$ cat src/rtl/mul_seq_ctrl_if.sv
// Handshake bundle for mul_seq_ctrl: execute-stage request/response, stall and
// error flags, plus the port pair that drives the iterative multiplier core.
// The controller sits on the slave modport; the execute stage / core side is master.
interface mul_seq_ctrl_if;
    // Execute-stage request
    logic        req_valid;
    logic        req_ready;
    logic        req_op;
    logic [63:0] req_a;
    logic [63:0] req_b;
    logic        flush;

    // Result handshake and status
    logic        resp_valid;
    logic        resp_ready;
    logic [63:0] resp_data;
    logic        busy;
    logic        err;

    // Multiplier core
    logic        mul_valid;
    logic [63:0] mul_a;
    logic [63:0] mul_b;
    logic        mul_done;
    logic [63:0] mul_c;

    modport slave (
        input  req_valid, req_op, req_a, req_b, flush, resp_ready, mul_done, mul_c,
        output req_ready, resp_valid, resp_data, busy, err, mul_valid, mul_a, mul_b
    );

    modport master (
        output req_valid, req_op, req_a, req_b, flush, resp_ready, mul_done, mul_c,
        input  req_ready, resp_valid, resp_data, busy, err, mul_valid, mul_a, mul_b
    );
endinterface

$ cat src/rtl/mul_seq_ctrl.sv
// Sequencer between the execute stage and an iterative multiplier core.
// Accepts one MUL/MULW at a time, holds operands on the core until it reports done,
// returns the (optionally sign-extended) low product, and handles pipeline flushes
// and a watchdog that aborts a hung core with a sticky error.
module mul_seq_ctrl #(
    parameter int unsigned TIMEOUT_CYCLES = 200
) (
    input logic           clk,
    input logic           resetn,
    mul_seq_ctrl_if.slave bus
);

    localparam int unsigned WdWidth = $clog2(TIMEOUT_CYCLES + 1);
    // Count value held during the last permitted BUSY/DRAIN cycle.
    localparam logic [WdWidth-1:0] WdLast = WdWidth'(TIMEOUT_CYCLES - 1);

    typedef enum logic [1:0] {
        StIdle,
        StBusy,
        StHold,
        StDrain
    } state_e;

    state_e              state_q;
    logic                op_q;
    logic [63:0]         a_q;
    logic [63:0]         b_q;
    logic [63:0]         resp_q;
    logic [WdWidth-1:0]  wd_q;
    logic                first_q;
    logic                err_q;
    logic                done_seen;

    function automatic logic [63:0] sext32(input logic [31:0] v);
        return {{32{v[31]}}, v};
    endfunction

    // A done pulse in the first cycle after acceptance may be left over from the
    // core's previous op, so it is masked. DRAIN is only ever entered after that
    // cycle, so a completion arriving right after a flush is never lost.
    assign done_seen = bus.mul_done && !first_q;

    // Control FSM, operand/result latches, watchdog and sticky error.
    always_ff @(posedge clk) begin
        if (!resetn) begin
            state_q <= StIdle;
            op_q    <= 1'b0;
            a_q     <= '0;
            b_q     <= '0;
            resp_q  <= '0;
            wd_q    <= '0;
            first_q <= 1'b0;
            err_q   <= 1'b0;
        end else begin
            unique case (state_q)
                StIdle: begin
                    if (bus.req_valid && !bus.flush) begin
                        op_q    <= bus.req_op;
                        a_q     <= bus.req_op ? sext32(bus.req_a[31:0]) : bus.req_a;
                        b_q     <= bus.req_op ? sext32(bus.req_b[31:0]) : bus.req_b;
                        wd_q    <= '0;
                        first_q <= 1'b1;
                        state_q <= StBusy;
                    end
                end
                StBusy: begin
                    first_q <= 1'b0;
                    wd_q    <= wd_q + WdWidth'(1);
                    if (done_seen) begin
                        if (bus.flush) begin
                            state_q <= StIdle;
                        end else begin
                            resp_q  <= op_q ? sext32(bus.mul_c[31:0]) : bus.mul_c;
                            state_q <= StHold;
                        end
                    end else if (wd_q == WdLast) begin
                        err_q   <= 1'b1;
                        state_q <= StIdle;
                    end else if (bus.flush) begin
                        state_q <= StDrain;
                    end
                end
                StDrain: begin
                    first_q <= 1'b0;
                    wd_q    <= wd_q + WdWidth'(1);
                    if (done_seen) begin
                        state_q <= StIdle;
                    end else if (wd_q == WdLast) begin
                        err_q   <= 1'b1;
                        state_q <= StIdle;
                    end
                end
                StHold: begin
                    if (bus.flush || bus.resp_ready) begin
                        state_q <= StIdle;
                    end
                end
                default: state_q <= StIdle;
            endcase
        end
    end

    // Outputs are straight decodes of registered state, so they carry no input paths.
    assign bus.req_ready  = (state_q == StIdle);
    assign bus.busy       = (state_q != StIdle);
    assign bus.resp_valid = (state_q == StHold);
    assign bus.mul_valid  = (state_q == StBusy) || (state_q == StDrain);
    assign bus.mul_a      = a_q;
    assign bus.mul_b      = b_q;
    assign bus.resp_data  = resp_q;
    assign bus.err        = err_q;

endmodule
$ cat src/flat_wrapper.sv
// flat-port wrapper written by rule: the top's interface ports become plain ports
module mul_seq_ctrl_flat 
#(
    parameter int unsigned TIMEOUT_CYCLES = 200
)
  (clk, resetn, bus_req_valid, bus_req_op, bus_req_a, bus_req_b, bus_flush, bus_resp_ready, bus_mul_done, bus_mul_c, bus_req_ready, bus_resp_valid, bus_resp_data, bus_busy, bus_err, bus_mul_valid, bus_mul_a, bus_mul_b);
  mul_seq_ctrl_if bus_i ();
  input logic clk;
  input logic resetn;
  input wire logic [$bits(bus_i.req_valid)-1:0] bus_req_valid;
  input wire logic [$bits(bus_i.req_op)-1:0] bus_req_op;
  input wire logic [$bits(bus_i.req_a)-1:0] bus_req_a;
  input wire logic [$bits(bus_i.req_b)-1:0] bus_req_b;
  input wire logic [$bits(bus_i.flush)-1:0] bus_flush;
  input wire logic [$bits(bus_i.resp_ready)-1:0] bus_resp_ready;
  input wire logic [$bits(bus_i.mul_done)-1:0] bus_mul_done;
  input wire logic [$bits(bus_i.mul_c)-1:0] bus_mul_c;
  output wire logic [$bits(bus_i.req_ready)-1:0] bus_req_ready;
  output wire logic [$bits(bus_i.resp_valid)-1:0] bus_resp_valid;
  output wire logic [$bits(bus_i.resp_data)-1:0] bus_resp_data;
  output wire logic [$bits(bus_i.busy)-1:0] bus_busy;
  output wire logic [$bits(bus_i.err)-1:0] bus_err;
  output wire logic [$bits(bus_i.mul_valid)-1:0] bus_mul_valid;
  output wire logic [$bits(bus_i.mul_a)-1:0] bus_mul_a;
  output wire logic [$bits(bus_i.mul_b)-1:0] bus_mul_b;
  assign bus_i.req_valid = bus_req_valid;
  assign bus_i.req_op = bus_req_op;
  assign bus_i.req_a = bus_req_a;
  assign bus_i.req_b = bus_req_b;
  assign bus_i.flush = bus_flush;
  assign bus_i.resp_ready = bus_resp_ready;
  assign bus_i.mul_done = bus_mul_done;
  assign bus_i.mul_c = bus_mul_c;
  assign bus_req_ready = bus_i.req_ready;
  assign bus_resp_valid = bus_i.resp_valid;
  assign bus_resp_data = bus_i.resp_data;
  assign bus_busy = bus_i.busy;
  assign bus_err = bus_i.err;
  assign bus_mul_valid = bus_i.mul_valid;
  assign bus_mul_a = bus_i.mul_a;
  assign bus_mul_b = bus_i.mul_b;
  mul_seq_ctrl #(.TIMEOUT_CYCLES(TIMEOUT_CYCLES)) u_core (.clk(clk), .resetn(resetn), .bus(bus_i));
endmodule
$ cat config.mk
export PLATFORM = sky130hd
export DESIGN_NAME = mul_seq_ctrl_flat
export DESIGN_NICKNAME = d
export VERILOG_FILES = /design/src/rtl/mul_seq_ctrl_if.sv /design/src/rtl/mul_seq_ctrl.sv /design/src/flat_wrapper.sv
export SDC_FILE = /design/constraint.sdc
export NUM_CORES = 1
export LEC_CHECK = 0
export ABC_AREA = 1
export CORE_AREA = 5 5 149 151
export DETAILED_ROUTE_END_ITERATION = 8
export DIE_AREA = 0 0 154 156
export GPL_TIMING_DRIVEN = 0
export PLACE_DENSITY_LB_ADDON = 0.1
export SYNTH_ARGS = -nofsm -noshare
export SYNTH_HDL_FRONTEND = slang
export SYNTH_SLANG_ARGS = --single-unit
$ cat constraint.sdc
create_clock -name clk -period 1.95 [get_ports clk]
set_input_delay 0.2925 -clock clk [delete_from_list [all_inputs] [get_ports clk]]
set_output_delay 0.2925 -clock clk [all_outputs]
set_load 0.1 [all_outputs]
==> impl_metrics.tcl <==
set metrics [dict create \
    antenna_found_initial 1 \
    min_to "u_core.bus.mul_a[37]$_SDFFE_PN0P_" \
    initial_core_util_pct 36.96 \
    ys_warn_count 0 \
    critPathKind "flop to output port" \
    cts_root_buf "clkbuf_16" \
    synth_compound_area_share_pct 15.05 \
    drc 0 \
    synth_top_area_share_pct 53.67 \
    synth_top_area_cell "dfxtp_1" \
    ios 396 \
    dr.first_iter.drc_count 356 \
    slew_viol_final 0 \
    whs_path_depth 3 \
    end_kind "output port" \
    syn-cell-area_um2 7646 \
    wirelength_um 28140 \
    status "finished, final reports clean" \
    fin_crit_ps 1836 \
    ys_seq_area_share_pct 53.67 \
    hold_path.class "input port to flop" \
    grt_max_degree 13 \
    cts_buffer_depth 3 \
    clock_skew_ps 7.733 \
    ctsHoldBuffers 0 \
    synth.most_common_cell "nor2_1" \
    drive_gt1_share_pct 19.06 \
    hold_slack_ps 364.6 \
    ir_worst_vdd_mv 0.8033 \
    grt_pass1_vias 7764 \
    grt_overflow 0 \
    area_growth_pct 69.10 \
    viasPerCell 4.652 \
    fp-row-count 53 \
    muxShareOfSynthArea_pct 0 \
    tightest_slew_ps 633.1 \
    postSynthNetCount 1218 \
    die_y_um 156 \
    hpwlAfterDp_um 21260 \
    die-area_um2 24020 \
    fin_nets 1637 \
    cp.required_ps 1660 \
    ys_ff_latch 205 \
    hp-start "bus_req_a[37]" \
    drv_cap 0 \
    synthArstFlopShare_pct 0 \
    tritoncts "built" \
    rsz0062_at_grt "false" \
    cts_sinks 205 \
    critical_path_arrival_ps 1540 \
    finalSetupViolations 0 \
    core_area_um2 20690 \
    power_mw 17.11 \
    die_w_um 154 \
    portBuffers 394 \
    yosys.area_share.simple_pct 25.22 \
    timing.rr.start "u_core.state_q[0]$_SDFFE_PN0P_" \
    gp_congestion 0.8298 \
    grt_pass1_wl_um 42520 \
    grt.total_usage_pct 21.93 \
    power.leakage_nw 4.914 \
    wl_per_cell_um 16.28 \
    vias 8043 \
    synth_top_family_by_area "simple AND/OR/NAND/NOR gates" \
    powerDensity_nw_per_um2 1323 \
    synth-xor-area-share_pct 0 \
    cts_buffers 23 \
    synth-edff-count 0 \
    post_synth_fa_ha_maj_area_fraction_pct 0.1636 \
    period_share_pct 94.17 \
    syn_inst 1018 \
    max_freq_mhz 544.6 \
    synthTopCellsByCount "270 x nor2_1, 222 x nand2_1, 205 x dfxtp_1" \
    synth_area_per_cell_um2 7.511 \
    firstDrtPassIters 5 \
    rrSetupSlack_ps 270 \
    reg2reg_to "u_core.bus.mul_b[44]$_SDFFE_PN0P_" \
    rr_worst_depth 7 \
    cts.reportedPaths.clkPinSlew_ps 60 \
    synth.area.top_cells "dfxtp_1 54%, nor2_1 13%, nand2_1 11%" \
    clk_latency_ps 500 \
    ant_nets 0 \
    cts_max_level 1 \
    ys.flop_type "dfxtp_1" \
    yosysUniqueCellTypes 21 \
    hold_violations 0 \
    worstSetupStartpointType "flop" \
    slew_headroom_pct 57.99 \
    crit_fanout 9 \
]
[power breakdown]
part | switching, mW | internal (mW) | leakage (nW)
Combinational | 5.88 | 1.73 | 2.87
Sequential | 0.313 | 4.78 | 1.67
Clock | 1.72 | 2.68 | 0.377
Total | 7.92 | 9.19 | 4.91
[cell usage in the layout, fill, tap and decap left out]
master,n
a31oi_1,64
nor2_4,1
diode_2,1
buf_4,1
nand4_1,1
clkbuf_4,1
bufinv_16,1
nand3_1,8
buf_1,3
inv_2,3
clkbuf_1,42
clkdlybuf4s15_2,192
o21ai_0,136
clkbuf_2,7
nor2_1,269
nor2_2,2
clkdlybuf4s50_1,197
a21oi_1,11
nand3_4,1
clkbuf_16,23
clkbuf_8,10
inv_1,15
buf_2,27
dfxtp_1,205
nand2_1,222
a211oi_1,2
ha_1,1
clkinvlp_4,1
buf_6,7
[flip-flops by register name, summed over array words and instances, names as in the netlist]
register,count
u_core.bus.err,1
u_core.bus.mul_b,64
u_core.bus.mul_a,64
u_core.first_q,1
u_core.wd_q,8
u_core.bus.resp_data,64
u_core.state_q,2
u_core.op_q,1
[worst max-delay path, stage by stage (launching register included)]
cell and delay, ps:
dfxtp_1 320, buf_6 140, nor2_4 50, inv_1 80
buf_2 440
[kinds of logic after synthesis]
family | Yosys count
AOI/OAI and AO/OA | 213
DFF | 205
adders and majority gates | 1
and+or+nand+nor | 504
buffers and inverters | 95
[per-layer routing]
layer	track usage, %	vias to the layer above	part of all wire [%]
li1	-	4126	-
met1	24.54	3591	38
met2	39.73	288	50
met3	7.406	38	9.5
met4	6.224	0	2.0
met5	0	-	0
[cell type report]
cell class	instances	area [um2]
fill	1926	7760
clock buffer	39	735.7
tap	275	344.1
buffer	77	382.9
clock inverter	2	37.54
timing repair buffer	394	4161
multi-input combinational	718	3094
sequential	205	4104
inverter	18	67.56
antenna	1	2.502
[timing repair]
| item | in CTS | in global routing |
|---|---|---|
| cloned | 0 | 0 |
| gates resized for setup | 597 | 3 |
| buffers inserted | 0 | 0 |
| endpoints found under the setup margin | 197 | 3 |
[metrics by stage]
step	cell area (um2)	setup TNS (ps)	util (%)	cells	setup slack, ps
final	12930	0	62.49	1729	113.6
after detailed placement	11940	-7227	57.69	1687	-161.3
after global routing	12930	0	62.49	1729	33.96
after floorplan	7649	0	-	1018	9.710
after CTS	12930	0	62.52	1728	0.3758
after global placement	11940	-5216	57.69	1687	-146.4
[worst max path at each step]
stage                                           from                                 to  slack, ps  cells after the start
6_report              u_core.state_q[0]$_SDFFE_PN0P_                           bus_busy        110                      4
5_1_grt               u_core.state_q[0]$_SDFFE_PN0P_                           bus_busy         30                      4
4_1_cts        u_core.bus.resp_data[30]$_SDFFE_PN0P_                  bus_resp_data[30]        0.4                      1
3_5_place_dp                               bus_flush  u_core.bus.mul_b[44]$_SDFFE_PN0P_       -160                      7
3_3_place_gp          u_core.state_q[1]$_SDFFE_PN0P_                     bus_resp_valid       -150                      3
2_1_floorplan         u_core.state_q[0]$_SDFFE_PN0P_     u_core.state_q[0]$_SDFFE_PN0P_         10                      6
(Power assumes the default switching activity.)
